<file path="src/rtl/reg_file_dump_reader.sv">
// rtl/reg_file_dump_reader.sv - walks a register range through one read port and streams index/value beats
module reg_file_dump_reader #(
  parameter int DATA_WIDTH = 32,
  parameter int ADDR_WIDTH = 5
) (
  input  logic                  clk,
  input  logic                  reset,
  input  logic                  start_i,
  input  logic [ADDR_WIDTH-1:0] first_reg_i,
  input  logic [ADDR_WIDTH-1:0] last_reg_i,
  output logic [ADDR_WIDTH-1:0] rf_read_register_o,
  input  logic [DATA_WIDTH-1:0] rf_read_data_i,
  output logic                  dump_valid_o,
  input  logic                  dump_ready_i,
  output logic [DATA_WIDTH-1:0] dump_data_o,
  output logic [ADDR_WIDTH-1:0] dump_index_o,
  output logic                  busy_o,
  output logic                  done_o,
  output logic                  error_o
);

  typedef enum logic [1:0] {
    IDLE = 2'd0,
    ADDR = 2'd1,
    SEND = 2'd2,
    DONE = 2'd3
  } state_t;

  state_t                state_q, state_d;
  logic [ADDR_WIDTH-1:0] addr_q, addr_d;
  logic [ADDR_WIDTH-1:0] last_q, last_d;
  logic [ADDR_WIDTH-1:0] index_q, index_d;
  logic [DATA_WIDTH-1:0] data_q, data_d;
  logic                  valid_q, valid_d;
  logic                  error_q, error_d;

  // State and datapath registers; reset drops any pending beat without a done pulse.
  always_ff @(posedge clk) begin
    if (reset) begin
      state_q <= IDLE;
      addr_q  <= '0;
      last_q  <= '0;
      index_q <= '0;
      data_q  <= '0;
      valid_q <= 1'b0;
      error_q <= 1'b0;
    end else begin
      state_q <= state_d;
      addr_q  <= addr_d;
      last_q  <= last_d;
      index_q <= index_d;
      data_q  <= data_d;
      valid_q <= valid_d;
      error_q <= error_d;
    end
  end

  // Next-state logic: ADDR presents the select for a full cycle, SEND holds the beat until accepted.
  always_comb begin
    state_d = state_q;
    addr_d  = addr_q;
    last_d  = last_q;
    index_d = index_q;
    data_d  = data_q;
    valid_d = valid_q;
    error_d = 1'b0;
    case (state_q)
      IDLE: begin
        if (start_i) begin
          if (first_reg_i <= last_reg_i) begin
            addr_d  = first_reg_i;
            last_d  = last_reg_i;
            state_d = ADDR;
          end else begin
            error_d = 1'b1;
          end
        end
      end
      ADDR: begin
        data_d  = rf_read_data_i;
        index_d = addr_q;
        valid_d = 1'b1;
        state_d = SEND;
      end
      SEND: begin
        if (valid_q && dump_ready_i) begin
          valid_d = 1'b0;
          // Compare before incrementing so a range ending at the top index never wraps.
          if (addr_q == last_q) begin
            state_d = DONE;
          end else begin
            addr_d  = addr_q + 1'b1;
            state_d = ADDR;
          end
        end
      end
      DONE: begin
        addr_d  = '0;
        state_d = IDLE;
      end
      default: begin
        state_d = IDLE;
      end
    endcase
  end

  // The read select is the address register itself, so it carries no path from the inputs.
  assign rf_read_register_o = addr_q;
  assign dump_valid_o       = valid_q;
  assign dump_data_o        = data_q;
  assign dump_index_o       = index_q;
  assign busy_o             = (state_q == ADDR) || (state_q == SEND);
  assign done_o             = (state_q == DONE);
  assign error_o            = error_q;

endmodule

</file>
<file path="config.mk">
export PLATFORM = sky130hd
export DESIGN_NAME = reg_file_dump_reader
export DESIGN_NICKNAME = d
export VERILOG_FILES = /design/src/rtl/reg_file_dump_reader.sv
export SDC_FILE = /design/constraint.sdc
export NUM_CORES = 1
export LEC_CHECK = 0
export ABC_AREA = 1
export CORE_ASPECT_RATIO = 1.1
export CORE_MARGIN = 1.5
export CORE_UTILIZATION = 46
export CTS_CLUSTER_DIAMETER = 60
export DETAILED_ROUTE_END_ITERATION = 10
export HOLD_SLACK_MARGIN = 0.12
export PLACE_DENSITY = 0.84
export SYNTH_ARGS = -nofsm -noshare
export SYNTH_HDL_FRONTEND = slang
export SYNTH_SLANG_ARGS = --single-unit
export TNS_END_PERCENT = 30
</file>
<file path="constraint.sdc">
create_clock -name clk -period 4.05 [get_ports clk]
set_input_delay 1.215 -clock clk [delete_from_list [all_inputs] [get_ports clk]]
set_output_delay 1.215 -clock clk [all_outputs]
set_load 0.02 [all_outputs]
</file>
# ---- After elaboration in Yosys (flattened, before gate mapping)
# Cells that the tools add are included.
dict set report word_totals {
  word_cells 42
  out_inout_bits 46
  input_bits 46
  reg_bits 51
}
dict set report classes {
  eq_ne 8
  reduce_logical 10
  magnitude_cmp 1
  n_mux 13
  n_addsub 1
  bitwise_logic 2
}
# operator n
set ops {}
lappend ops {{$mux W5} 4}
lappend ops {{$pmux W5 S3} 1}
lappend ops {{$mux W2} 4}
lappend ops {{$ne A2 B2 Y1 const B} 4}
lappend ops {{$pmux W2 S4} 1}
lappend ops {{$reduce_and A3 Y1} 2}
lappend ops {{$add A5 B1 Y5 const B} 1}
lappend ops {{$eq A5 B5 Y1} 1}
lappend ops {{$le A5 B5 Y1} 1}
lappend ops {{$reduce_and A5 Y1} 1}
lappend ops {{$eq A2 B2 Y1 const B} 2}
lappend ops {{$reduce_bool A3 Y1} 1}
lappend ops {{$reduce_or A3 Y1} 1}
lappend ops {{$eq A2 B1 Y1 const B} 1}
lappend ops {{$logic_not A2 Y1} 1}
lappend ops {{$mux W1} 2}
lappend ops {{$not A1 Y1} 2}
lappend ops {{$pmux W1 S2} 1}
lappend ops {{$reduce_and A2 Y1} 1}
lappend ops {{$reduce_bool A2 Y1} 1}
lappend ops {{$logic_and A1 B1 Y1} 1}
lappend ops {{$logic_or A1 B1 Y1} 1}

# ---- Logic depth before layout (Yosys ltp)
# Gate-level depths: netlist of run 1.
dict set report depth {
  depth_word 4
  ltp_mapped 13
  mapped_depth_nobuf 13
}

# ---- Least setup slack after synthesis of run 1
# OpenSTA, ideal clock, no wires.
dict set report synth_path {
  path_kind {in2reg}
  start {input last_reg_i[4]}
  end {register addr_q[3] (netlist: rf_read_register_o[3])}
  t_arrival_ps 2266
  setup_ps 114
  required_time_ps 3936
  path_slack_ps 1670
  stages 12
  n_path_buf 0
  cell_sequence {inv_1 -> ha_1 -> nand2_1 -> inv_1 -> nand2_1 -> nand3_2 -> nand3_2 -> nand3_4 -> nor2_4 -> nand2_1 -> nand2_1 -> nor2_2}
}
dict set report synth_between {
  elab_chain_len 3
}
# item line_no
set synth_rtl {}
lappend synth_rtl {{start, declared} 10} ;# input logic [ADDR_WIDTH-1:0] last_reg_i,
lappend synth_rtl {{$le A5 B5 Y1} 70} ;# if (first_reg_i <= last_reg_i) begin
lappend synth_rtl {{$ne A2 B2 Y1 (no source line)} -}
lappend synth_rtl {{$reduce_and A5 Y1 (no source line)} -}
lappend synth_rtl {{end signal, assigned} 49} ;# addr_q <= addr_d;
lappend synth_rtl {{end, declared} 30} ;# logic [ADDR_WIDTH-1:0] addr_q, addr_d;
# No other way between the ends.
# A chain may end at the register's enable or synchronous reset.

# ---- Worst setup path in the final report of run 1
dict set report layout_path {
  start {register state_q[1]}
  end {output busy_o}
}
dict set report layout_between {
  elab_chain_len 2
  word_cells_on_any_way 3
  classes_between {eq/ne: 2; reduce/logical: 1}
}
# item line_no
set layout_rtl {}
lappend layout_rtl {{start, declared} 29} ;# state_t state_q, state_d;
lappend layout_rtl {{start signal, assigned} 48} ;# state_q <= state_d;
lappend layout_rtl {{$eq A2 B1 Y1 / $eq A2 B2 Y1 (equally long branches)} 112} ;# assign busy_o = (state_q == ADDR) || (state_q == SEND);
lappend layout_rtl {{$logic_or A1 B1 Y1 (*)} 112}
lappend layout_rtl {{end, declared} 17} ;# output logic busy_o,
# Mark *: on every way between the ends. The rest lies on a longest branch, timed or not.

==> results.py, run 1 <==
metrics = {
    "layout": {
        "fillCellCount": 387,
        "finish.utilization_pct": 70.64,
        "layout_commonest_cell": "clkdlybuf4s50_1",
        "layout.cells.non_filler": 451,
        "mostFrequentLayoutCells": "clkdlybuf4s50_1, nor2_1, dfxtp_1",
        "drive_gt1_share_pct": 8.608,
        "area_growth_pct": 46.48,
        "nets": 451,
        "n_antenna_cell": 0,
    },
    "timing": {
        "relSlewSlack_pct": 35.04,
        "skew_ns": 0.002723,
        "setup_slack_ns": 1.127,
        "fin_crit_ns": 2.923,
        "rsz0062_at_grt": "false",
        "hold_violations": 0,
        "worstMarginPinSlew_ns": 0.9683,
        "whs_ns": 0.4904,
        "slew_viol_final": 0,
        "fin_crit_sh_pct": 72.18,
        "final.setup.tns_ns": 0,
        "max_freq_mhz": 342.1,
        "setup_violations": 0,
    },
    "die": {
        "initial_core_util_pct": 48.22,
        "core_um2": 4717,
        "num_rows": 26,
        "die_h_um": 76.75,
        "die_w_um": 70.05,
        "dieArea_um2": 5376,
        "pin_count": 92,
    },
    "clock_network": {
        "cts_buffers": 5,
        "cts_sinks": 51,
        "cts_resized": 0,
        "cts.path.max_buffers": 2,
        "hold_buffers": 0,
        "clock_tree.root_cell": "clkbuf_8",
        "htree_levels": 2,
        "clkLatencyLatePin_ns": 0.30,
        "post_cts_buffers": 0,
        "clk_pin_slew_ns": 0.10,
        "cts_tree": "yes",
    },
    "detailed_routing": {
        "first_pass_iters": 4,
        "postRouteAntennaNets": 0,
        "vias": 2279,
        "routed_wl_um": 5930,
        "drc_errors": 0,
        "dr.first_iter.drc_count": 66,
        "wire_per_inst_um": 13.15,
        "via_per_inst": 5.053,
    },
    "worst_setup_path": {
        "path_cells": "inv_1 -> ha_1 -> clkdlybuf4s50_1",
        "cp_slowest_cell": "clkdlybuf4s50_1",
        "crit_path_end_kind": "output pin",
        "crit_arrival_ns": 1.71,
        "crit_required_ns": 2.83,
        "cp_top_family": "buffers and inverters",
        "max_stage_delay_ns": 0.59,
        "crit_fanout": 5,
        "path_buf_inv": 2,
        "path_class": "reg -> out",
        "cp-start-kind": "flop",
    },
    "global_route": {
        "first_global_vias": 2265,
        "grt_usage_pct": 23.04,
        "grt_max_degree": 42,
        "grt_pass1_wl_um": 10210,
        "grt_overflow": 0,
        "grt_antenna_before_repair": 0,
    },
    "power_and_ir_drop": {
        "irDropWorstVdd_mv": 0.4104,
        "clkPwrFrac_pct": 16.0,
        "internal_power_mw": 1.388,
        "power_frac_seq_pct": 34.0,
        "p_per_area_nw_per_um2": 707.6,
        "swShare_pct": 41.11,
        "p_sw_uw": 969.1,
        "combPwrFrac_pct": 49.9,
        "leakage_nw": 1.445,
    },
    "hold_path": {
        "hold_path.class": "reg -> reg",
    },
    "synthesis": {
        "syn_area_per_cell_um2": 7.385,
        "synth_area_leaders": "dfxtp_1, nor2_1, o21ai_0, nand2_1, ha_1",
        "synth_top_area_cell": "dfxtp_1",
        "syn_nets": 365,
        "syn_inst": 308,
        "synth.distinct_cells": 28,
        "syn_area_um2": 2275,
        "synth_warnings": 0,
        "ys_seq_area_share_pct": 44.88,
        "netlist.area_leader.share_pct": 44.88,
        "synthFlopType": "dfxtp_1",
        "synthArstFlopShare_pct": 0,
        "ys_ff_latch": 51,
        "synth_edf_count": 0,
    },
    "place": {
        "dp_slack_ns": 1.037,
        "hpwlAfterDp_um": 4333,
        "io_buffers": 91,
        "dp.cells": 443,
        "gp_congestion": 0.8849,
    },
    "job": {
        "cap_violations": 0,
    },
    "run_status": {
        "outcome": "complete, no violations",
    },
}
==> worst paths after layout <==
path	start	end	slack [ns]	cells past startpoint
hold reg to reg	last_q[1]	last_q[1]	0.49	2
setup / recovery	state_q[1]	busy_o	1.13	3
hold / removal	last_q[1]	last_q[1]	0.49	2
setup reg to reg	state_q[1]	rf_read_register_o[1]	1.81	7
==> final cells by class <==
| class | count | area [um^2] | share of cell area, % |
|---|---|---|---|
| timing repair buffer | 93 | 925.9 | 27.79 |
| multi-input combinational | 216 | 1092 | 32.78 |
| tap | 56 | 70.07 | 2.103 |
| clock inverter | 2 | 38.79 | 1.164 |
| inverter | 27 | 101.3 | 3.042 |
| sequential | 51 | 1021 | 30.64 |
| clock buffer | 6 | 82.58 | 2.478 |
==> flip-flops by register name, summed over array words and instances, names as in the netlist <==
name                count
last_q                  5
state_q                 2
dump_data_o            32
dump_valid_o            1
error_o                 1
dump_index_o            5
rf_read_register_o      5
==> cell usage after synthesis (3+ instances only) <==
| cell | instances |
|---|---|
| nor2_1 | 80 |
| dfxtp_1 | 51 |
| o21ai_0 | 44 |
| nand2_1 | 37 |
| inv_1 | 20 |
| a21oi_1 | 12 |
| ha_1 | 11 |
| clkbuf_1 | 9 |
| inv_2 | 6 |
| nor2_2 | 6 |
| nand3_2 | 5 |
| nand3_1 | 4 |
| o21ai_1 | 4 |
| buf_2 | 3 |
| nand2_2 | 3 |
==> power groups by stage <==
stage | Sequential [mW] | Combinational [mW] | Clock, mW
4_1_cts | 0.801 | 1.19 | 0.388
3_3_place_gp | 0.801 | 1.16 | 0
3_5_place_dp | 0.811 | 1.18 | 0
2_1_floorplan | 0.985 | 0.507 | 0
5_1_grt | 0.827 | 1.29 | 0.407
6_report | 0.802 | 1.18 | 0.378
==> worst reg2reg max path: stages (launching register included) <==
cell and delay (ns):
dfxtp_1 0.35, inv_1 0.16, ha_1 0.20, clkinv_1 0.75, nand2_2 0.40, nor2_4 0.10
nor2_1 0.13, nor2_2 0.06
==> cells by family after synthesis <==
logic type      count (synthesis)  share of synthesized area (%)
simple gates                  140                          26.95
flops                          51                          44.88
compound gates                 64                          14.63
xor+xnor                        1                         0.3851
buf+inv                        41                          7.095
fa+ha+maj                      11                          6.051
==> metrics by stage <==
| step | total power [mW] | instance area [um^2] |
|---|---|---|
| floorplan | 1.492 | 2275 |
| global placement | 1.962 | 3211 |
| detailed placement | 1.991 | 3211 |
| CTS | 2.376 | 3332 |
| global route | 2.526 | 3332 |
| finish | 2.358 | 3332 |
==> per-layer routing <==
layer	vias to the layer above	part of all wire, %	GRT usage (%)
li1	1149	-	-
met1	1058	43	26.39
met2	68	48	40.29
met3	4	8.5	8.673
met4	0	0.67	5.769
met5	-	0	0
Power figures use the tool's default switching activity.
==> run 2, diff against run 1 <==
- CORE_UTILIZATION: 46 -> 39
- PLACE_DENSITY: 0.84 -> 0.75
- clock period: 4.05 -> 2.65 ns (I/O delays scaled with it)
==> run 2 against run 1 <==
Worst setup slack got worse by 0.97 ns. Routed wire length barely moved. Critical path type unchanged. Clock power rose by 22%. Critical endpoint unchanged.
==> results.py, run 2 (synthesis gave the netlist of run 1 again) <==
metrics = {
    "run_status": {
        "outcome": "complete, no violations",
    },
    "place": {
        "dp_slack_ns": 0.04592,
        "io_buffers": 91,
        "hpwlAfterDp_um": 4264,
        "gp_congestion": 0.8726,
    },
    "power_and_ir_drop": {
        "internal_power_mw": 2.013,
        "leakage_nw": 1.440,
        "p_sw_mw": 1.494,
        "p_per_area_nw_per_um2": 1047,
        "combPwrFrac_pct": 51.8,
        "irDropWorstVdd_mv": 0.5938,
        "power_frac_seq_pct": 35.1,
        "clkPwrFrac_pct": 13.2,
        "swShare_pct": 42.59,
    },
    "clock_network": {
        "cts.path.max_buffers": 2,
        "clk_pin_slew_ns": 0.10,
        "cts_buffers": 5,
        "hold_buffers": 0,
        "cts_tree": "yes",
        "cts_sinks": 51,
        "cts_resized": 0,
        "htree_levels": 2,
        "post_cts_buffers": 0,
        "clock_tree.root_cell": "clkbuf_8",
        "clkLatencyLatePin_ns": 0.31,
    },
    "timing": {
        "hold_violations": 0,
        "slew_viol_final": 0,
        "fin_crit_ns": 2.498,
        "worstMarginPinSlew_ns": 0.3682,
        "whs_ns": 0.4822,
        "relSlewSlack_pct": 75.45,
        "setup_slack_ns": 0.1519,
        "fin_crit_sh_pct": 94.27,
        "final.setup.tns_ns": 0,
        "setup_violations": 0,
        "rsz0062_at_grt": "false",
        "max_freq_mhz": 400.3,
        "skew_ns": 0.008596,
    },
    "detailed_routing": {
        "wl_met1_um": 2614,
        "wire_per_inst_um": 12.49,
        "drc_errors": 0,
        "dr.first_iter.drc_count": 120,
        "wl_met2_um": 2644,
        "via_per_inst": 4.773,
        "first_pass_iters": 4,
        "wl_met3_um": 575,
        "postRouteAntennaNets": 0,
        "routed_wl_um": 5935,
        "routed.top_layer": "met4",
        "vias": 2267,
    },
    "worst_setup_path": {
        "path_class": "reg -> out",
        "crit_arrival_ns": 1.70,
        "crit_fanout": 4,
        "cp-start-kind": "flop",
        "crit_path_end_kind": "output pin",
        "crit_required_ns": 1.86,
    },
    "job": {
        "cap_violations": 0,
    },
    "layout": {
        "nets": 454,
        "largest_register_ffs": 32,
        "layout_commonest_cell": "clkdlybuf4s50_1",
        "fillCellCount": 530,
        "area_growth_pct": 47.19,
        "multi_input_area_um2": 1092,
        "n_antenna_cell": 0,
        "regArea_um2": 1021,
        "drive_gt1_share_pct": 9.045,
        "mostFrequentLayoutCells": "clkdlybuf4s50_1, nor2_1, dfxtp_1",
    },
    "global_route": {
        "grt_overflow": 0,
        "grt_usage_pct": 20.29,
        "grt_pass1_wl_um": 10070,
        "grt_max_degree": 35,
        "grt_antenna_before_repair": 0,
        "first_global_vias": 2270,
    },
    "die": {
        "num_rows": 29,
        "die_h_um": 83.10,
        "pin_count": 92,
        "core_um2": 5697,
        "dieArea_um2": 6300,
        "initial_core_util_pct": 39.93,
        "die_w_um": 75.82,
    },
    "hold_path": {
        "hold_path.class": "reg -> reg",
    },
}
-- run 2: changes by cell type in the layout (fill, tap and decap cells not counted) --
cell | previous run | this run
clkbuf_8 | 6 | 5
clkinvlp_4 | 0 | 1
buf_4 | 2 | 5
clkbuf_1 | 0 | 1
bufinv_16 | 1 | 0
-- run 2: through the flow --
stage / total power, mW / cell area (um^2) / std cells / util (%)
2_1_floorplan: 2.281 / 2275 / 308 / -
3_3_place_gp: 3.025 / 3259 / 467 / 57.22
3_5_place_dp: 3.054 / 3259 / 467 / 57.22
4_1_cts: 3.532 / 3348 / 475 / 58.77
5_1_grt: 3.773 / 3348 / 475 / 58.77
6_report: 3.507 / 3348 / 475 / 58.77
-- run 2: routing by layer --
layer / vias to the layer above / GRT usage (%)
met5: - / 0
met4: 0 / 7.143
met3: 10 / 8.131
met2: 79 / 31.07
met1: 1023 / 25.40
li1: 1155 / -
-- run 2: power by group through the flow --
stage               Sequential (mW)  Clock, mW  Combinational [mW]
global placement               1.23          0                1.80
global route                   1.27      0.510                1.99
detailed placement             1.24          0                1.81
CTS                            1.23      0.475                1.83
floorplan                      1.51          0               0.774
finish                         1.23      0.462                1.82
-- run 2: path summary, 6_finish.rpt --
path / from / end / slack [ns] / cells past startpoint
setup / recovery: state_q[0] / busy_o / 0.15 / 3
hold / removal: last_q[3] / last_q[3] / 0.48 / 2
setup reg to reg: state_q[0] / rf_read_register_o[0] / 0.96 / 11
hold reg to reg: last_q[3] / last_q[3] / 0.48 / 2
-- run 2: critical path, cell delays in order, from the launching register on --
cell and delay [ns]:
dfxtp_1 0.39, inv_1 0.12, ha_1 0.29, clkdlybuf4s50_1 0.60
-- run 2: final cells by class --
| cell class | instances | share of cell area (%) |
|---|---|---|
| Clock buffer | 6 | 2.167 |
| Clock inverter | 2 | 0.4858 |
| Inverter | 27 | 3.027 |
| Multi-Input combinational cell | 216 | 32.62 |
| Sequential cell | 51 | 30.49 |
| Tap cell | 77 | 2.877 |
| Timing Repair Buffer | 96 | 28.33 |
==> run 3, diff against run 2 <==
- ABC_AREA: 1 -> unset
- PLACE_DENSITY: 0.75 -> 0.76
==> run 3 against run 2 <==
Final area increased by 1.8%. Worst setup slack got worse by 0.074 ns. Clock power increased by 4%. Synthesized cell count decreased by 23%. Routed wire length decreased by 8.0%. Global-route usage decreased by 2.3 points. Combinational power decreased by 12%. Hold slack improved by 0.017 ns. Fmax decreased by 2.9%. Total power decreased by 8.9%. Die area decreased by 0.85%. Critical endpoint is now rf_read_register_o[0]. Largest power group unchanged. Highest routed layer unchanged.
==> results.py, run 3 <==
metrics = {
    "detailed_routing": {
        "routed_wl_um": 5458,
        "via_per_inst": 4.937,
        "first_pass_iters": 4,
        "postRouteAntennaNets": 0,
        "vias": 2034,
        "drc_errors": 0,
        "wire_per_inst_um": 13.25,
        "dr.first_iter.drc_count": 99,
    },
    "clock_network": {
        "clock_tree.root_cell": "clkbuf_8",
        "cts_sinks": 51,
        "cts.path.max_buffers": 2,
        "clkLatencyLatePin_ns": 0.29,
        "htree_levels": 2,
        "cts_buffers": 5,
        "clk_pin_slew_ns": 0.09,
        "cts_tree": "yes",
    },
    "layout": {
        "nets": 393,
        "finish.utilization_pct": 62.36,
        "drive_gt1_share_pct": 8.309,
        "regArea_um2": 1021,
        "area_growth_pct": 51.17,
        "mostFrequentLayoutCells": "clkdlybuf4s50_1, dfxtp_1, nor2_1",
        "largest_register_ffs": 32,
        "fillCellCount": 471,
        "n_antenna_cell": 0,
        "multi_input_area_um2": 1156,
        "layout_commonest_cell": "clkdlybuf4s50_1",
    },
    "power_and_ir_drop": {
        "irDropWorstVdd_mv": 0.4509,
        "power_frac_seq_pct": 34.8,
        "power_mw": 3.193,
        "clkPwrFrac_pct": 15.0,
        "internal_power_mw": 1.977,
        "p_sw_mw": 1.216,
        "swShare_pct": 38.08,
        "p_per_area_nw_per_um2": 936.8,
        "combPwrFrac_pct": 50.2,
        "leakage_nw": 1.332,
    },
    "worst_setup_path": {
        "path_buf_inv": 2,
        "cp_top_family": "simple AND/OR/NAND/NOR gates",
        "crit_arrival_ns": 2.80,
        "crit_required_ns": 2.87,
        "cp-start-kind": "input port",
        "max_stage_delay_ns": 0.54,
        "cp_slowest_cell": "or4_1",
        "path_cells": "clkdlybuf4s50_1 -> inv_1 -> ha_1 -> nor2_1 -> a211o_1 -> a31oi_4 -> or4_1 -> a21oi_1",
        "crit_path_end_kind": "flop",
        "crit_fanout": 14,
        "path_class": "in -> reg",
    },
    "die": {
        "die_h_um": 82.75,
        "initial_core_util_pct": 41.25,
        "num_rows": 28,
        "die_w_um": 75.50,
        "core_um2": 5465,
        "dieArea_um2": 6247,
        "pin_count": 92,
    },
    "global_route": {
        "grt_antenna_before_repair": 0,
        "grt_overflow": 0,
        "grt_pass1_wl_um": 8659,
        "grt_usage_pct": 18.00,
        "first_global_vias": 2014,
        "grt_max_degree": 39,
    },
    "synthesis": {
        "synth_edf_count": 0,
        "synth_area_leaders": "dfxtp_1, mux2i_1, nor2_1, ha_1, a21oi_1",
        "netlist.area_leader.share_pct": 45.28,
        "synth.distinct_cells": 33,
        "synth_warnings": 0,
        "syn_inst": 238,
        "synthFlopType": "dfxtp_1",
        "ys_ff_latch": 51,
        "synth_top_area_cell": "dfxtp_1",
        "syn_area_per_cell_um2": 9.473,
        "ys_seq_area_share_pct": 45.28,
        "synth_most_common_cell": "dfxtp_1",
        "synthArstFlopShare_pct": 0,
        "syn_nets": 295,
        "synthTopCellsByCount": "dfxtp_1, nor2_1, mux2i_1",
        "syn_area_um2": 2255,
    },
    "timing": {
        "hold_violations": 0,
        "slew_viol_final": 0,
        "max_freq_mhz": 388.8,
        "whs_ns": 0.4987,
        "fin_crit_ns": 2.572,
        "setup_violations": 0,
        "setup_slack_ns": 0.07830,
        "fin_crit_sh_pct": 97.05,
        "worstMarginPinSlew_ns": 0.6146,
        "relSlewSlack_pct": 59.03,
        "skew_ns": 0.003136,
    },
    "job": {
        "cap_violations": 0,
    },
    "hold_path": {
        "hold_path.class": "reg -> reg",
    },
    "place": {
        "dp_slack_ns": -0.3034,
        "hpwlAfterDp_um": 4031,
        "io_buffers": 91,
        "gp_congestion": 0.8214,
    },
    "run_status": {
        "outcome": "complete, no violations",
    },
}
-- run 3: cell types whose count changed in the layout (fill, tap and decap cells not counted), sizes merged, moves of 3 or more --
cell / before / now
nor2: 87 / 44
o21ai: 49 / 10
mux2i: 0 / 37
nand2: 40 / 4
inv: 27 / 9
buf: 5 / 14
xnor2: 0 / 7
a21oi: 12 / 15
o31ai: 0 / 3
-- run 3: logic make-up after synthesis --
kind of cell / count (synthesis) / synth area share (%)
AO/OA/AOI/OAI: 39 / 11.10
XOR/XNOR: 8 / 3.108
adder cells (fa/ha/maj): 11 / 6.104
buffers and inverters: 22 / 4.107
flip-flops: 51 / 45.28
multiplexers: 37 / 16.43
AND/OR/NAND/NOR: 70 / 13.87
-- run 3: worst paths after layout --
kind	endpoint	cells after the start	slack (ns)	start
setup / recovery	rf_read_register_o[0]	8	0.08	last_reg_i[2]
hold / removal	dump_data_o[2]	2	0.50	dump_data_o[2]
setup reg to reg	rf_read_register_o[0]	7	0.78	state_q[0]
hold reg to reg	dump_data_o[2]	2	0.50	dump_data_o[2]
-- run 3: layer usage --
metal | GRT usage [%] | vias to the layer above | wire [um]
met4 | 4.821 | 0 | 43
li1 | - | 1015 | -
met3 | 6.917 | 6 | 405
met5 | 0 | - | 0
met1 | 20.22 | 941 | 2402
met2 | 31.58 | 72 | 2607
-- run 3: cell type report --
class	instances	area share [%]
multi-input combinational	165	33.92
sequential	51	29.96
timing repair buffer	104	29.44
clock buffer	8	2.937
tap	75	2.753
inverter	9	0.9912
-- run 3: what timing repair did --
action / CTS / global route
hold buffers: 0 / 0
resized for setup: 0 / 3
buffers inserted: 0 / 0
endpoints found under the setup margin: 0 / 7
-- run 3: worst min-delay path, stage by stage (launching register included) --
cell and delay [ns]:
dfxtp_1 0.34, mux2i_1 0.06, nor2_1 0.07
-- run 3: per-stage QoR --
step | std cells | TNS, ns | instance area, um^2
floorplan | 238 | 0 | 2255
global placement | 404 | -1.584 | 3296
detailed placement | 404 | -2.184 | 3296
CTS | 412 | 0 | 3396
global route | 412 | -0.01068 | 3408
finish | 412 | 0 | 3408
-- run 3: power groups by stage --
| stage | Clock, mW | Sequential (mW) | Combinational, mW |
|---|---|---|---|
| floorplan | 0 | 1.30 | 0.844 |
| global placement | 0 | 1.12 | 1.58 |
| detailed placement | 0 | 1.13 | 1.60 |
| CTS | 0.494 | 1.11 | 1.61 |
| global route | 0.520 | 1.14 | 1.74 |
| finish | 0.479 | 1.11 | 1.60 |
